==> config.mk <==
export PLATFORM = sky130hd
export DESIGN_NAME = ex_muldiv_unit
export DESIGN_NICKNAME = d
export VERILOG_FILES = /design/src/rtl/ex_muldiv_unit.sv
export SDC_FILE = /design/constraint.sdc
export NUM_CORES = 1
export LEC_CHECK = 0
export CORE_MARGIN = 2
export CORE_UTILIZATION = 35
export CTS_BUF_LIST = sky130_fd_sc_hd__clkbuf_4
export DETAILED_ROUTE_END_ITERATION = 16
export GPL_ROUTABILITY_DRIVEN = 0
export SYNTH_ARGS = -nofsm -noshare
export SYNTH_HDL_FRONTEND = slang
export SYNTH_SLANG_ARGS = --single-unit
==> constraint.sdc <==
create_clock -name clk -period 5.5 [get_ports clk]
set_input_delay 1.1 -clock clk [delete_from_list [all_inputs] [get_ports clk]]
set_output_delay 1.1 -clock clk [all_outputs]
set_load 0.02 [all_outputs]
==> src/rtl/ex_muldiv_unit.sv <==
// Execute-stage RV32M multiply/divide: iterative shift-add multiply and restoring divide.
// Optional MULDIV_FAST_MUL_EN replaces the iterative multiply with a single-cycle multiplier.
module ex_muldiv_unit #(
   parameter int unsigned DATA_WIDTH = 32
) (
   input  logic                  clk,
   input  logic                  rst,
   input  logic                  Flush,
   input  logic                  StartE,
   input  logic [2:0]            FunctE,
   input  logic [DATA_WIDTH-1:0] SrcAE,
   input  logic [DATA_WIDTH-1:0] SrcBE,
   output logic                  BusyE,
   output logic                  ValidE,
   output logic [DATA_WIDTH-1:0] ResultE
);

   localparam int unsigned W  = DATA_WIDTH;
   localparam int unsigned CW = $clog2(W);
   localparam logic [W-1:0] MIN_NEG = {1'b1, {(W-1){1'b0}}};

   typedef enum logic [1:0] {S_IDLE, S_MUL, S_DIV, S_DONE} state_t;

   state_t          state, state_d;
   logic [2*W-1:0]  p, p_d;           // mul: {hi, multiplier}; div: {remainder, quotient}
   logic [W-1:0]    m, m_d;           // multiplicand or divisor magnitude
   logic [CW-1:0]   cnt, cnt_d;
   logic [2:0]      fn, fn_d;
   logic            neg, neg_d;
   logic            valid_d;
   logic [W-1:0]    result_d;

   logic            start, a_sgn, b_sgn, a_neg, b_neg;
   logic [W-1:0]    a_abs, b_abs;
   logic [W:0]      msum, dshift, ddiff;
   logic [2*W-1:0]  p_mul, prod;
   logic [W-1:0]    r_n, q_n, dres;
`ifdef MULDIV_FAST_MUL_EN
   logic [2*W-1:0]  fprod;
`endif

   assign start = (state == S_IDLE) && StartE && !Flush;
   assign BusyE = !rst && (start || (state == S_MUL) || (state == S_DIV));

   // Next-state and datapath
   always_comb begin
      state_d  = state;
      p_d      = p;
      m_d      = m;
      cnt_d    = cnt;
      fn_d     = fn;
      neg_d    = neg;
      valid_d  = 1'b0;
      result_d = ResultE;

      // MULHU, DIVU, REMU are fully unsigned; MULHSU only treats A as signed
      a_sgn = (FunctE != 3'd3) && !(FunctE[2] && FunctE[0]);
      b_sgn = a_sgn && (FunctE != 3'd2);
      a_neg = a_sgn && SrcAE[W-1];
      b_neg = b_sgn && SrcBE[W-1];
      a_abs = a_neg ? -SrcAE : SrcAE;
      b_abs = b_neg ? -SrcBE : SrcBE;

      msum  = {1'b0, p[2*W-1:W]} + (p[0] ? {1'b0, m} : '0);
      p_mul = {msum, p[W-1:1]};
      prod  = neg ? -p_mul : p_mul;

      dshift = {p[2*W-1:W], p[W-1]};
      ddiff  = dshift - {1'b0, m};
      if (!ddiff[W]) begin
         r_n = ddiff[W-1:0];
         q_n = {p[W-2:0], 1'b1};
      end else begin
         r_n = dshift[W-1:0];
         q_n = {p[W-2:0], 1'b0};
      end
      dres = fn[1] ? r_n : q_n;

`ifdef MULDIV_FAST_MUL_EN
      fprod = {{W{a_neg}}, SrcAE} * {{W{b_neg}}, SrcBE};
`endif

      case (state)
         S_IDLE: begin
            if (start) begin
               fn_d  = FunctE;
               cnt_d = CW'(W - 1);
               if (FunctE[2]) begin
                  neg_d = FunctE[1] ? a_neg : (a_neg ^ b_neg);
                  if (SrcBE == '0) begin
                     result_d = FunctE[1] ? SrcAE : '1;
                     valid_d  = 1'b1;
                     state_d  = S_DONE;
                  end else if (!FunctE[0] && (SrcAE == MIN_NEG) && (SrcBE == '1)) begin
                     result_d = FunctE[1] ? '0 : MIN_NEG;
                     valid_d  = 1'b1;
                     state_d  = S_DONE;
                  end else begin
                     p_d     = {{W{1'b0}}, a_abs};
                     m_d     = b_abs;
                     state_d = S_DIV;
                  end
               end else begin
`ifdef MULDIV_FAST_MUL_EN
                  result_d = (FunctE[1:0] == 2'd0) ? fprod[W-1:0] : fprod[2*W-1:W];
                  valid_d  = 1'b1;
                  state_d  = S_DONE;
`else
                  neg_d   = a_neg ^ b_neg;
                  p_d     = {{W{1'b0}}, b_abs};
                  m_d     = a_abs;
                  state_d = S_MUL;
`endif
               end
            end
         end
         S_MUL: begin
            p_d   = p_mul;
            cnt_d = CW'(cnt - 1'b1);
            if (cnt == '0) begin
               result_d = (fn[1:0] == 2'd0) ? prod[W-1:0] : prod[2*W-1:W];
               valid_d  = 1'b1;
               state_d  = S_DONE;
            end
         end
         S_DIV: begin
            p_d   = {r_n, q_n};
            cnt_d = CW'(cnt - 1'b1);
            if (cnt == '0) begin
               result_d = neg ? -dres : dres;
               valid_d  = 1'b1;
               state_d  = S_DONE;
            end
         end
         default: state_d = S_IDLE;
      endcase

      // Flush kills whatever is in flight, including a same-cycle completion
      if (Flush) begin
         state_d  = S_IDLE;
         valid_d  = 1'b0;
         result_d = ResultE;
      end
   end

   always_ff @(posedge clk or posedge rst) begin
      if (rst) begin
         state   <= S_IDLE;
         p       <= '0;
         m       <= '0;
         cnt     <= '0;
         fn      <= '0;
         neg     <= 1'b0;
         ValidE  <= 1'b0;
         ResultE <= '0;
      end else begin
         state   <= state_d;
         p       <= p_d;
         m       <= m_d;
         cnt     <= cnt_d;
         fn      <= fn_d;
         neg     <= neg_d;
         ValidE  <= valid_d;
         ResultE <= result_d;
      end
   end

endmodule

==> impl_results.md <==
* Die Ht at 224 microns
* Post-Route WL at 67.6 mm
* Skew-Pair Late Insertion Delay at 660 ps
* Gr busiest metal: met2
* Global-route wire length before repair at 104 mm
* Largest net degree at the start of global routing at 87
* Fill cells at 4,978
* Count of final setup violators at 0
* DR vias/cell at 6.16
* CP Launch Type: register
* Mapped Nets at 2,482
* TritonRoute pass-1 iters at 6
* Boundary Pins at 105
* Worst R2R End: ResultE[30]
* Total setup buffers inserted after CTS at 0
* PortBufs at 104
* Clk sink count at 139
* Worst Tran Pin Value at 998 ps
* CP max FO at 27
* Core box area at 47,700 sq um
* Hold Startpoint: ResultE[0]
* CTS Buffer Depth at 2
* Worst VDD drop at 0.573 mV
* Area share of the largest cell type after synthesis at 0.206
* Hold WC Path Type: reg2reg
* Count of final hold-check violations at 0
* Top FF cell, synth: dfrtp_1
* Status: finished clean
* Final Critical Period at 5400 ps
* Post-Syn Area at 16,900 sq um
* CTS tree: yes
* Max transition margin at 0.328
* Remaining Overflow, GRT at 0
* CTS hold repair buffers at 0
* Max Cap Viol at 0
* Final std cells w/o fill at 2,992
* Reg2reg start: p[0]
* PD cells at 524 nW/um^2
* GRT met2 Usage at 0.413
* Initial antenna violation count at 1
* Critical path cell sequence: buf_4 > and2_1 > ha_1 > o21ai_0 > o211ai_1 > nand2_1 > a2111oi_0 > a211oi_1 > nor3b_1 > or4bb_2 > or4_4 > o21ai_2 > xnor2_1 > o311a_1 > a221o_1
* Ys async rst share at 1.00
* Cts bufs inserted at 17
* Final WS setup at 103 ps
* Placed Cells at 2,959
* Synth Area per Inst at 7.25 sq um
* Synth unique cells at 100
* Die width at 224 microns
* Final routed DRC violation total at 0
* Signal arrival time at the worst endpoint at 5940 ps
* Slowest stage delay, CP at 610 ps
* Dpl ws at -65.0 ps
* Dominant cell type by area after synthesis: dfrtp_1
* Violation count after the first detailed-routing iteration at 1,828
* Hold Path Stages at 1
* HPWL Detailed at 51.8 mm
* # rows at 80
* Share of cells above drive strength 1 at 0.0779
* Total GRT Usage at 0.267
* #FFs+latches synth at 139
* Required time of the critical path at 6040 ps
* Hold worst-path end: ResultE[0]
* Final nets at 2,510
* Via count at 18.4k
* Post-synth EDFFs at 0
* Worst-case reg-to-reg path depth at 15
* Vias in the first global route at 17.5k
* GR Layer Usage met1 at 0.355
* Final Max Tran Viols at 0
* CTS H-tree lvls at 4
* Grt met3 use at 0.0619
* Crit. End Element: register
* Drt wl/cell at 22.6 microns
* Critical path type: reg2reg
* Die ar. at 50,100 sq um
* Register area share after synthesis at 0.206
* Synth area leaders: dfrtp_1, o21ai_0, nand2_1
* CTS root buffer: clkbuf_4
* ANT nets after route at 0
* P&R area growth vs syn at 12.0%
* Clk_skew at 28.8 ps
* Post-cts gate resize count at 0
* Synth Instances at 2,335
* Worst-path clk slew at 150 ps
* FMAX at 0.185 GHz
* R2R Setup Slk at 100 ps
* Period utilisation layout at 0.981
* Leak Pwr at 0.00744 uW
* Initial Util at 0.354
* Yosys warns at 0
* Max stage delay cell, worst path: or4bb_2
Yosys cell counts, types with 15 or more instances:
master	number
nand2_1	288
o21ai_0	258
a21oi_1	189
nor2_1	185
clkbuf_1	142
dfrtp_1	139
xnor2_1	94
xor2_1	85
ha_1	74
inv_1	73
nor3_1	52
and2_1	51
a22oi_1	48
mux2i_1	46
o31ai_1	43
nand4_1	34
or3_1	32
nand3_1	31
o211ai_1	29
a211oi_1	28
a21o_1	24
a31oi_1	23
nor4_1	21
mux2_2	20
a221o_1	17
o41ai_1	16
o21ai_1	15
flip-flops by register name (all words and copies together) (netlist names):
| register | count |
|---|---|
| ValidE | 1 |
| state | 2 |
| m | 32 |
| neg | 1 |
| p | 64 |
| cnt | 5 |
| ResultE | 32 |
| fn | 2 |
per-layer routing:
metal,share of wire,vias up,routed length (microns)
li1,-,8591,-
met1,0.42,8737,28700
met2,0.43,943,29400
met3,0.098,145,6640
met4,0.042,0,2870
met5,0,-,0
worst max path at each step:
stage | from | endpoint | slack, ps | cells past startpoint
finish | p[0] | ResultE[30] | 100 | 15
global route | p[0] | ResultE[30] | -2 | 15
CTS | p[0] | ResultE[30] | 220 | 15
floorplan | rst | ResultE[0] | 680 | 1
detailed placement | SrcBE[15] | p[31] | -60 | 12
global placement | SrcBE[15] | p[31] | -50 | 12
worst max-delay path: cells and delay by family, from the launching register on:
kind	cells	cell delay, ps
AO/OA/AOI/OAI	7	1990
XOR/XNOR	1	100
adder cells (fa/ha/maj)	1	430
buffers and inverters	1	290
flip-flops	1	520
AND/OR/NAND/NOR	5	1950
power breakdown:
part	leakage [uW]	switching (uW)	internal [uW]
clock network	0.000158	498	286
logic	0.00549	4550	2540
registers	0.00179	679	1390
total	0.00744	5720	4220
logic make-up (layout without fill, tap and decap cells):
logic type / after synthesis / in the layout / synth area share
adders and majority gates: 76 / 76 / 0.0571
muxes: 67 / 67 / 0.0412
buffers and inverters: 247 / 288 / 0.0615
and+or+nand+nor: 815 / 815 / 0.236
AOI/OAI and AO/OA: 811 / 811 / 0.305
other: 0 / 1 / 0
DFF: 139 / 139 / 0.206
xor gates and xnor gates: 180 / 180 / 0.0936
final cells by class:
cell class,instances,area (sq um),share of cell area
antenna,1,2.50,0.000132
clock buffer,17,128,0.00673
clock inverter,15,176,0.00931
inverter,73,279,0.0147
multi-input combinational,1949,12400,0.656
sequential,139,3480,0.184
tap,615,769,0.0406
timing repair buffer,183,1690,0.0892
placed cells by master, fill, tap and decap left out, types with 17 or more instances in the layout:
cell / count
dfrtp_1: 137
o211ai_1: 29
a221o_1: 17
a21o_1: 24
xnor2_1: 94
nor4_1: 20
a21oi_1: 189
mux2_2: 20
clkbuf_4: 17
a211oi_1: 28
nor3_1: 51
and2_1: 51
ha_1: 72
buf_4: 74
mux2i_1: 46
xor2_1: 85
nor2_1: 185
nand3_1: 31
a31oi_1: 23
a22oi_1: 48
inv_1: 72
clkdlybuf4s50_1: 103
o21ai_0: 257
or3_1: 32
nand4_1: 34
nand2_1: 287
o31ai_1: 43
metrics by stage:
step                TNS [ps]  power, uW  cell area (sq um)  hold WS, ps   util
finish                     0       9940              19000          495  0.397
global route           -1.81      10600              19000          524  0.397
CTS                        0       9700              18900          502  0.397
detailed placement     -65.0       8880              18600          469  0.390
global placement       -45.0       8830              18600          467  0.390
floorplan                  0       6600              16900          463      -
Note: power is estimated with default switching activity, not from simulation.
